File: src/rtl/csr_reg_pkg.sv
// rtl/csr_reg_pkg.sv - register map, FSM state type and ID default for csr_reg_block
package csr_reg_pkg;

    // Word indices; the byte offset of each register is index * 4.
    localparam int unsigned REG_CTRL       = 0;
    localparam int unsigned REG_CFG        = 1;
    localparam int unsigned REG_STATUS     = 2;
    localparam int unsigned REG_INT_STATUS = 3;
    localparam int unsigned REG_INT_ENABLE = 4;
    localparam int unsigned REG_SCRATCH    = 5;
    localparam int unsigned REG_ID         = 6;
    localparam int unsigned NUM_REGS       = 7;

    localparam logic [31:0] ID_DEFAULT = 32'hC5A0_0001;

    typedef enum logic [1:0] {
        IDLE = 2'd0,
        WAIT = 2'd1,
        RESP = 2'd2
    } csr_state_e;

endpackage

File: src/rtl/csr_field_reg.sv
// rtl/csr_field_reg.sv - byte-enabled read/write register with reset value
module csr_field_reg
    import csr_reg_pkg::*;
#(
    parameter int                    DATA_WIDTH  = 32,
    parameter logic [DATA_WIDTH-1:0] RESET_VALUE = '0
) (
    input  logic                    clk,
    input  logic                    rst_n,
    input  logic                    wr_en,
    input  logic [DATA_WIDTH-1:0]   wr_data,
    input  logic [DATA_WIDTH/8-1:0] wr_biten,
    output logic [DATA_WIDTH-1:0]   q
);

    localparam int NB = DATA_WIDTH / 8;

    always_ff @(posedge clk or negedge rst_n) begin
        if (!rst_n) begin
            q <= RESET_VALUE;
        end else if (wr_en) begin
            for (int i = 0; i < NB; i++) begin
                if (wr_biten[i]) begin
                    q[i*8 +: 8] <= wr_data[i*8 +: 8];
                end
            end
        end
    end

endmodule

File: src/rtl/csr_reg_block.sv
// rtl/csr_reg_block.sv - 7-entry CSR file behind the CPU register bus; CSR_RD_PIPE_EN adds a read pipeline stage
module csr_reg_block
    import csr_reg_pkg::*;
#(
    parameter int                    ADDR_WIDTH = 5,
    parameter int                    DATA_WIDTH = 32,
    parameter logic [DATA_WIDTH-1:0] CTRL_RESET = '0,
    parameter logic [DATA_WIDTH-1:0] ID_VALUE   = DATA_WIDTH'(ID_DEFAULT)
) (
    input  logic                    clk,
    input  logic                    rst_n,
    input  logic                    bus_req,
    input  logic                    bus_req_is_wr,
    input  logic [ADDR_WIDTH-1:0]   bus_addr,
    input  logic [DATA_WIDTH-1:0]   bus_wr_data,
    input  logic [DATA_WIDTH/8-1:0] bus_wr_biten,
    output logic                    bus_ready,
    output logic [DATA_WIDTH-1:0]   bus_rd_data,
    output logic                    bus_err,
    output logic                    bus_req_stall_wr,
    output logic                    bus_req_stall_rd,
    input  logic [DATA_WIDTH-1:0]   hw_status,
    input  logic [DATA_WIDTH-1:0]   hw_event,
    output logic [DATA_WIDTH-1:0]   ctrl_q,
    output logic [DATA_WIDTH-1:0]   cfg_q,
    output logic                    irq
);

    localparam int NB = DATA_WIDTH / 8;

    csr_state_e            state_q, state_d;
    logic [31:0]           word_num;
    logic                  accept, acc_err, wr_ok, rd_ok;
    logic [DATA_WIDTH-1:0] be_mask;
    logic [DATA_WIDTH-1:0] rd_mux;
    logic [DATA_WIDTH-1:0] int_status_q, int_enable_q, scratch_q;
    logic [DATA_WIDTH-1:0] w1c_clr;
    logic                  resp_fire, resp_err_src;
    logic [DATA_WIDTH-1:0] resp_data_src;
    logic                  ready_q, err_q, irq_q;
    logic [DATA_WIDTH-1:0] rd_data_q;

    assign word_num = 32'(bus_addr[ADDR_WIDTH-1:2]);
    assign accept   = (state_q == IDLE) && bus_req;

    // Misaligned, unmapped and read-only-target writes are rejected before any state changes.
    assign acc_err = accept && ((bus_addr[1:0] != 2'b00) ||
                                (word_num >= NUM_REGS) ||
                                (bus_req_is_wr && ((word_num == REG_STATUS) || (word_num == REG_ID))));
    assign wr_ok   = accept && bus_req_is_wr && !acc_err;
    assign rd_ok   = accept && !bus_req_is_wr && !acc_err;

    always_comb begin
        be_mask = '0;
        for (int i = 0; i < NB; i++) begin
            be_mask[i*8 +: 8] = {8{bus_wr_biten[i]}};
        end
    end

    csr_field_reg #(.DATA_WIDTH(DATA_WIDTH), .RESET_VALUE(CTRL_RESET)) u_ctrl (
        .clk      (clk),
        .rst_n    (rst_n),
        .wr_en    (wr_ok && (word_num == REG_CTRL)),
        .wr_data  (bus_wr_data),
        .wr_biten (bus_wr_biten),
        .q        (ctrl_q)
    );

    csr_field_reg #(.DATA_WIDTH(DATA_WIDTH), .RESET_VALUE('0)) u_cfg (
        .clk      (clk),
        .rst_n    (rst_n),
        .wr_en    (wr_ok && (word_num == REG_CFG)),
        .wr_data  (bus_wr_data),
        .wr_biten (bus_wr_biten),
        .q        (cfg_q)
    );

    csr_field_reg #(.DATA_WIDTH(DATA_WIDTH), .RESET_VALUE('0)) u_int_enable (
        .clk      (clk),
        .rst_n    (rst_n),
        .wr_en    (wr_ok && (word_num == REG_INT_ENABLE)),
        .wr_data  (bus_wr_data),
        .wr_biten (bus_wr_biten),
        .q        (int_enable_q)
    );

    csr_field_reg #(.DATA_WIDTH(DATA_WIDTH), .RESET_VALUE('0)) u_scratch (
        .clk      (clk),
        .rst_n    (rst_n),
        .wr_en    (wr_ok && (word_num == REG_SCRATCH)),
        .wr_data  (bus_wr_data),
        .wr_biten (bus_wr_biten),
        .q        (scratch_q)
    );

    assign w1c_clr = (wr_ok && (word_num == REG_INT_STATUS)) ? (bus_wr_data & be_mask) : '0;

    // OR-ing the event in after the clear lets a same-cycle event win over W1C.
    always_ff @(posedge clk or negedge rst_n) begin
        if (!rst_n) begin
            int_status_q <= '0;
        end else begin
            int_status_q <= (int_status_q & ~w1c_clr) | hw_event;
        end
    end

    always_comb begin
        rd_mux = '0;
        if (rd_ok) begin
            case (word_num)
                REG_CTRL:       rd_mux = ctrl_q;
                REG_CFG:        rd_mux = cfg_q;
                REG_STATUS:     rd_mux = hw_status;
                REG_INT_STATUS: rd_mux = int_status_q;
                REG_INT_ENABLE: rd_mux = int_enable_q;
                REG_SCRATCH:    rd_mux = scratch_q;
                REG_ID:         rd_mux = ID_VALUE;
                default:        rd_mux = '0;
            endcase
        end
    end

    always_ff @(posedge clk or negedge rst_n) begin
        if (!rst_n) begin
            state_q <= IDLE;
        end else begin
            state_q <= state_d;
        end
    end

    always_comb begin
        state_d = state_q;
        case (state_q)
            IDLE: begin
                if (bus_req) begin
`ifdef CSR_RD_PIPE_EN
                    state_d = WAIT;
`else
                    state_d = RESP;
`endif
                end
            end
            WAIT:    state_d = RESP;
            RESP:    state_d = IDLE;
            default: state_d = IDLE;
        endcase
    end

`ifdef CSR_RD_PIPE_EN
    logic [DATA_WIDTH-1:0] pipe_data_q;
    logic                  pipe_err_q;

    // Holds the cycle-N response through WAIT so the output flops load it one cycle later.
    always_ff @(posedge clk or negedge rst_n) begin
        if (!rst_n) begin
            pipe_data_q <= '0;
            pipe_err_q  <= 1'b0;
        end else if (accept) begin
            pipe_data_q <= rd_mux;
            pipe_err_q  <= acc_err;
        end
    end

    assign resp_fire     = (state_q == WAIT);
    assign resp_data_src = pipe_data_q;
    assign resp_err_src  = pipe_err_q;
`else
    assign resp_fire     = accept;
    assign resp_data_src = rd_mux;
    assign resp_err_src  = acc_err;
`endif

    always_ff @(posedge clk or negedge rst_n) begin
        if (!rst_n) begin
            ready_q   <= 1'b0;
            rd_data_q <= '0;
            err_q     <= 1'b0;
            irq_q     <= 1'b0;
        end else begin
            ready_q   <= resp_fire;
            rd_data_q <= resp_fire ? resp_data_src : '0;
            err_q     <= resp_fire && resp_err_src;
            irq_q     <= |(int_status_q & int_enable_q);
        end
    end

    assign bus_ready        = ready_q;
    assign bus_rd_data      = rd_data_q;
    assign bus_err          = err_q;
    assign bus_req_stall_wr = (state_q != IDLE);
    assign bus_req_stall_rd = (state_q != IDLE);
    assign irq              = irq_q;

endmodule

File: config.mk
export PLATFORM = sky130hd
export DESIGN_NAME = csr_reg_block
export DESIGN_NICKNAME = d
export VERILOG_FILES = /design/src/rtl/csr_reg_pkg.sv /design/src/rtl/csr_field_reg.sv /design/src/rtl/csr_reg_block.sv
export SDC_FILE = /design/constraint.sdc
export NUM_CORES = 1
export LEC_CHECK = 0
export BUFFER_PORTS_ARGS = -buffer_cell sky130_fd_sc_hd__buf_2
export CORE_MARGIN = 1.5
export CORE_UTILIZATION = 45
export DETAILED_ROUTE_END_ITERATION = 10
export HOLD_SLACK_MARGIN = 0.03
export PLACE_DENSITY = 0.68
export RECOVER_POWER = 25
export SYNTH_ARGS = -nofsm -noshare
export SYNTH_HDL_FRONTEND = slang
export SYNTH_SLANG_ARGS = --single-unit
File: constraint.sdc
create_clock -name clk -period 2.1 [get_ports clk]
set_input_delay 0.105 -clock clk [delete_from_list [all_inputs] [get_ports clk]]
set_output_delay 0.105 -clock clk [all_outputs]
set_load 0.02 [all_outputs]
Word level (Yosys, flattened, before mapping) --
Cells that the tools add are included.
Word-level totals: register bits 197, input port bits 109, logic and storage cells 81
Cells by class: $lt $le $gt $ge 1, equality and inequality tests 8, multiplexer cells 6, bitwise logic cells 5, reductions and logical operators 39
Operators by type and width (number):
- one-hot mux 32 bit (7 select lines) | 1
- bitwise AND 32 bit | 3
- two-way mux 32 bit | 3
- logical NOT 32 bit | 1
- inverter 32 bit | 1
- OR 32 bit | 1
- AND reduction 2 bit | 16
- OR reduction 32 bit | 1
- logical AND 1 bit | 13
- equality test 3 bit, second input constant | 3
- equality test 3 x 2 -> 1 bit, second input constant | 2
- one-hot mux 2 bit (2 select lines) | 1
- nonzero test 2 bit | 2
- equality test 3 x 1 -> 1 bit, second input constant | 1
- >= comparator 3 bit, second input constant | 1
- logical OR 1 bit | 3
- equality test 2 x 1 -> 1 bit, second input constant | 1
- logical NOT 1 bit | 2
- logical NOT 2 bit | 1
- two-way mux 2 bit | 1
- inequality test 2 bit, second input constant | 1

Depth between registers and ports, before layout --
depth after elaboration 12, depth in mapped cells 8, mapped depth without buffers 5

Hierarchy --
Synthesis repeated with hierarchy kept, for this count alone.
Unflattened totals: cells, all modules 696, area total of the unflattened synthesis 8887.3 um2
Modules (own cells, without submodules):
- csr_field_reg | times used 4, cells an instance 68, area an instance 1186.1 um2, sequential area each 800.8 um2
- csr_reg_block | times used 1, cells an instance 424, area an instance 4142.7 um2, sequential area each 1701.6 um2

Worst setup path before layout --
No wires, ideal clock.
path type register to register, start reg state_q[1], end reg u_int_enable.q[16], library setup time 0.128 ns, arrival 1.657 ns, path slack 0.315 ns, stages on the path, launching flop included 6, cells stage by stage dfrtp_1 > nand2b_1 > inv_2 > buf_4 > nand3_2 > mux2_1
On the way: longest elaborated chain between the ends 7, elaborated cells on any way between the ends 8
Ends and longest elaborated chain:
- start: declaration | line csr_reg_block.sv:31 | csr_state_e state_q, state_d;
- start signal: assignment | line csr_reg_block.sv:127 | state_q <= state_d;
- logical NOT 2 bit (*) | line csr_reg_block.sv:44 | assign accept = (state_q == IDLE) && bus_req;
- logical AND 1 bit (*) | line csr_reg_block.sv:44
- via accept | line csr_reg_block.sv:33 | logic accept, acc_err, wr_ok, rd_ok;
- logical AND 1 bit | line csr_reg_block.sv:47 | assign acc_err = accept && ((bus_addr[1:0] != 2'b00) ||
- logical NOT 1 bit | line csr_reg_block.sv:50 | assign wr_ok = accept && bus_req_is_wr && !acc_err;
- logical AND 1 bit (*) | line csr_reg_block.sv:50
- logical AND 1 bit (*) | line csr_reg_block.sv:81 | .wr_en (wr_ok && (word_num == REG_INT_ENABLE)),
- AND reduction 2 bit (no line) (*)
- end signal: indexed assignment | line csr_field_reg.sv:24 | q[i*8 +: 8] <= wr_data[i*8 +: 8];
- end: declaration | line csr_field_reg.sv:13 | output logic [DATA_WIDTH-1:0] q
The timed path passes the listed nets; every way through them passes the cells marked *. A chain may end at the register's enable or synchronous reset.

Worst setup path in the final report --
start reg state_q[1], end reg u_ctrl.q[15]
On the way: longest elaborated chain between the ends 7, elaborated cells on any way between the ends 8
Ends and longest elaborated chain:
- logical NOT 2 bit (*) | line csr_reg_block.sv:44
- logical AND 1 bit (*) | line csr_reg_block.sv:44
- logical AND 1 bit | line csr_reg_block.sv:47
- logical NOT 1 bit | line csr_reg_block.sv:50
- logical AND 1 bit (*) | line csr_reg_block.sv:50
- logical AND 1 bit (*) | line csr_reg_block.sv:63 | .wr_en (wr_ok && (word_num == REG_CTRL)),
- AND reduction 2 bit (no line) (*)
- end signal: indexed assignment | line csr_field_reg.sv:24
- end: declaration | line csr_field_reg.sv:13
Mark *: on every way between the ends. The rest lies on a longest branch, timed or not.

==> results.sh <==
export IMPL_cts_root_buf="clkbuf_16"
export IMPL_setup_viol=0
export IMPL_layout_cells_most_common_list="208 x buf_2, 196 x dfrtp_1, 72 x dlygate4sd3_1, 68 x mux2_1, 64 x mux2_4"
export IMPL_fmax_mhz=518
export IMPL_antenna_found_initial=0
export IMPL_yosys_area_top_type_share_pct=53.4
export IMPL_worst_pin_slew_ns=1.49
export IMPL_detail_route_first_pass_iterations=5
export IMPL_r2r_start="state_q[1]$_DFFE_PN0P_"
export IMPL_reg2reg_depth=5
export IMPL_crit_path_end_kind="register"
export IMPL_hold_path_class="in -> reg"
export IMPL_start_util_pct=45.7
export IMPL_synth_seq_area_share_pct=53.4
export IMPL_switchingPower_mw=2.24
export IMPL_num_antenna_cells=0
export IMPL_fin_nets=1067
export IMPL_p_per_area_mw_per_mm2=718
export IMPL_path_max_fanout=11
export IMPL_rows=52
export IMPL_cp_endpoint="u_ctrl.q[15]$_DFFE_PN0P_"
export IMPL_switching_share_pct=26.1
export IMPL_skew_ns=0.0110
export IMPL_worstPathRequired_ns=2.42
export IMPL_core_mm2=0.0201
export IMPL_drc_errors=0
export IMPL_synth_edff_count=0
export IMPL_period_needed_ns=1.93
export IMPL_chipHeight_um=146
export IMPL_cts_max_level=4
export IMPL_syn_area_per_cell_um2=13.7
export IMPL_reg2reg_to="u_ctrl.q[15]$_DFFE_PN0P_"
export IMPL_p_int_mw=6.33
export IMPL_syn_nets=779
export IMPL_async_flop_share_pct=100
export IMPL_wirelength_um=27800
export IMPL_dieArea_mm2=0.0213
export IMPL_syn2layout_area_growth_pct=29.8
export IMPL_status="finished, violations left"
export IMPL_startpoint_type="register"
export IMPL_wire_per_inst_um=22.4
export IMPL_io_buffer_count=209
export IMPL_p_leak_nw=5.95
export IMPL_grt_max_degree=61
export IMPL_final_max_slew_violation_count=0
export IMPL_utilization_pct=59.3
export IMPL_routabilityCongestion=0.846
export IMPL_max_slew_margin_rel_pct=0.533
export IMPL_critPathArrivalTime_ns=2.25
export IMPL_grt_setup_unrepaired="no"
export IMPL_grt_overflow_total=0
export IMPL_r2r_slack_ns=0.17
export IMPL_track_usage_pct=26.8
export IMPL_dp_final_hpwl_um=19400
export IMPL_synth_cell_type_count=45
export IMPL_ir_worst_vdd_mv=0.580
export IMPL_ys_top_cells_by_area="dfrtp_1 53%, mux2_4 10%, mux2_1 8.3%"
export IMPL_pin_count=210
export IMPL_nFillCells=1616
export IMPL_drive_gt1_share_pct=39.0
export IMPL_drt_iter0_drc=481
export IMPL_cts_buffer_depth=2
export IMPL_cts_clk_slew_worst_paths_ns=0.07
export IMPL_clock_sinks=196
export IMPL_fp_dieW_um=146
export IMPL_p_clk_share_pct=38.4
export IMPL_antenna_left=0
export IMPL_via_per_inst=5.67
export IMPL_vias=7036
export IMPL_finalSetupTns_ns=0
export IMPL_hold_viol_final=0
export IMPL_ys_flop_type="dfrtp_1"
export IMPL_violations="capacitance limit"
export IMPL_synth_seq_cells=196
export IMPL_grt_pass1_vias=7227
export IMPL_synth_cell_area_mm2=0.00919
export IMPL_clk_latency_ns=0.44
export IMPL_grt_pass1_wl_um=43000
export IMPL_timing_final_crit_share_pct=91.9
export IMPL_p_comb_share_pct=13.9
export IMPL_cts_tree="built"
export IMPL_seqPwrFrac_pct=47.7
export IMPL_final_common_cell="buf_2"
export IMPL_yosysWarnings=0
export IMPL_cts_buffers=17
export IMPL_setup_worst_path_class="reg -> reg"
export IMPL_synth_cells=670
export IMPL_yosysTopAreaCell="dfrtp_1"
export IMPL_max_cap_viol_count=1
export IMPL_cp_startpoint="state_q[1]$_DFFE_PN0P_"
## synth_stat cells (3+ instances only)
master / n
mux2i_1: 18
a32oi_1: 4
a21oi_1: 26
buf_2: 21
mux2_2: 17
mux2_1: 68
nand3_4: 8
a22oi_1: 39
a41oi_1: 3
a21o_1: 32
a2bb2oi_1: 4
mux4_2: 10
clkbuf_1: 11
mux2_4: 64
nand3_1: 33
a22o_1: 9
a211o_1: 7
a221oi_1: 4
nor2_1: 22
nor2b_1: 4
buf_4: 4
a31oi_1: 3
nand2b_1: 3
nand4_1: 4
inv_1: 3
nand2_1: 14
o21ai_0: 9
dfrtp_1: 196
nand3_2: 8
and3_1: 3
## per-stage QoR
step,hold slack [ns],setup slack [ns],power [mW],instances,area [um2]
finish,0.0286,0.170,8.56,1241,11900
global route,0.0563,0.0649,8.86,1241,11900
CTS,0.0337,0.0987,8.60,1241,12000
detailed placement,0.124,0.181,5.24,1137,10600
global placement,0.126,0.166,5.22,1137,10600
floorplan,-0.191,0.315,4.70,670,9190
## per-layer routing
| metal | vias to the layer above | routed length [um] | track usage (%) |
|---|---|---|---|
| met1 | 3596 | 12200 | 37.6 |
| met2 | 305 | 13100 | 42.5 |
| met3 | 42 | 1860 | 5.02 |
| met4 | 0 | 632 | 8.27 |
| met5 | - | 0 | 0 |
| li1 | 3093 | - | - |
## critical path: stages, from the launching register on
cell	delay (ns)
dfrtp_1	0.38
nand2b_1	0.20
inv_2	0.28
buf_4	0.24
nand3_2	0.28
mux2_1	0.42
## worst min path at each step
stage | cells past startpoint | start | slack [ns] | to
after floorplan | 0 | rst_n | -0.19 | bus_err$_DFF_PN0_
after global placement | 1 | rst_n | 0.13 | bus_rd_data[1]$_DFF_PN0_
after detailed placement | 1 | rst_n | 0.12 | u_scratch.q[2]$_DFFE_PN0P_
after CTS | 3 | hw_status[26] | 0.03 | bus_rd_data[26]$_DFF_PN0_
after global routing | 3 | hw_status[0] | 0.06 | bus_rd_data[0]$_DFF_PN0_
final | 3 | hw_status[0] | 0.03 | bus_rd_data[0]$_DFF_PN0_
## area by class of cell
class | count | area [um2] | area share [%]
inverters | 4 | 15.0 | 0.126
multi-input cells | 431 | 4070 | 34.1
flip-flops and latches | 196 | 4900 | 41.1
clock inverters | 10 | 121 | 1.02
clock buffers | 22 | 464 | 3.89
repair buffers | 308 | 2010 | 16.9
well taps | 270 | 338 | 2.83
## state kept, by name, summed over array words and instances (netlist names), 32 cells and up
| name | cells |
|---|---|
| u_ctrl.q | 32 |
| u_scratch.q | 32 |
| u_int_enable.q | 32 |
| int_status_q | 32 |
| u_cfg.q | 32 |
| bus_rd_data | 32 |
## kinds of logic after synthesis
family                 synth area share [%]
AND/OR/NAND/NOR                        7.71
AO/OA/AOI/OAI                          11.3
buffers and inverters                  2.37
multiplexers                           25.3
flip-flops                             53.4
## timing repair
item,4_1_cts,5_1_grt
hold buffers,72,0
endpoints found under the setup margin,0,27
endpoints found under the hold margin,223,0
setup buffers,0,0
gates resized for setup,0,1
## power by group through the flow
| stage | logic, mW | registers [mW] | clock network [mW] |
|---|---|---|---|
| after floorplan | 0.483 | 4.22 | 0 |
| after global placement | 1.07 | 4.15 | 0 |
| after detailed placement | 1.09 | 4.15 | 0 |
| after CTS | 1.20 | 4.08 | 3.32 |
| after global routing | 1.28 | 4.10 | 3.48 |
| final | 1.19 | 4.08 | 3.29 |
(Power assumes the default switching activity.)
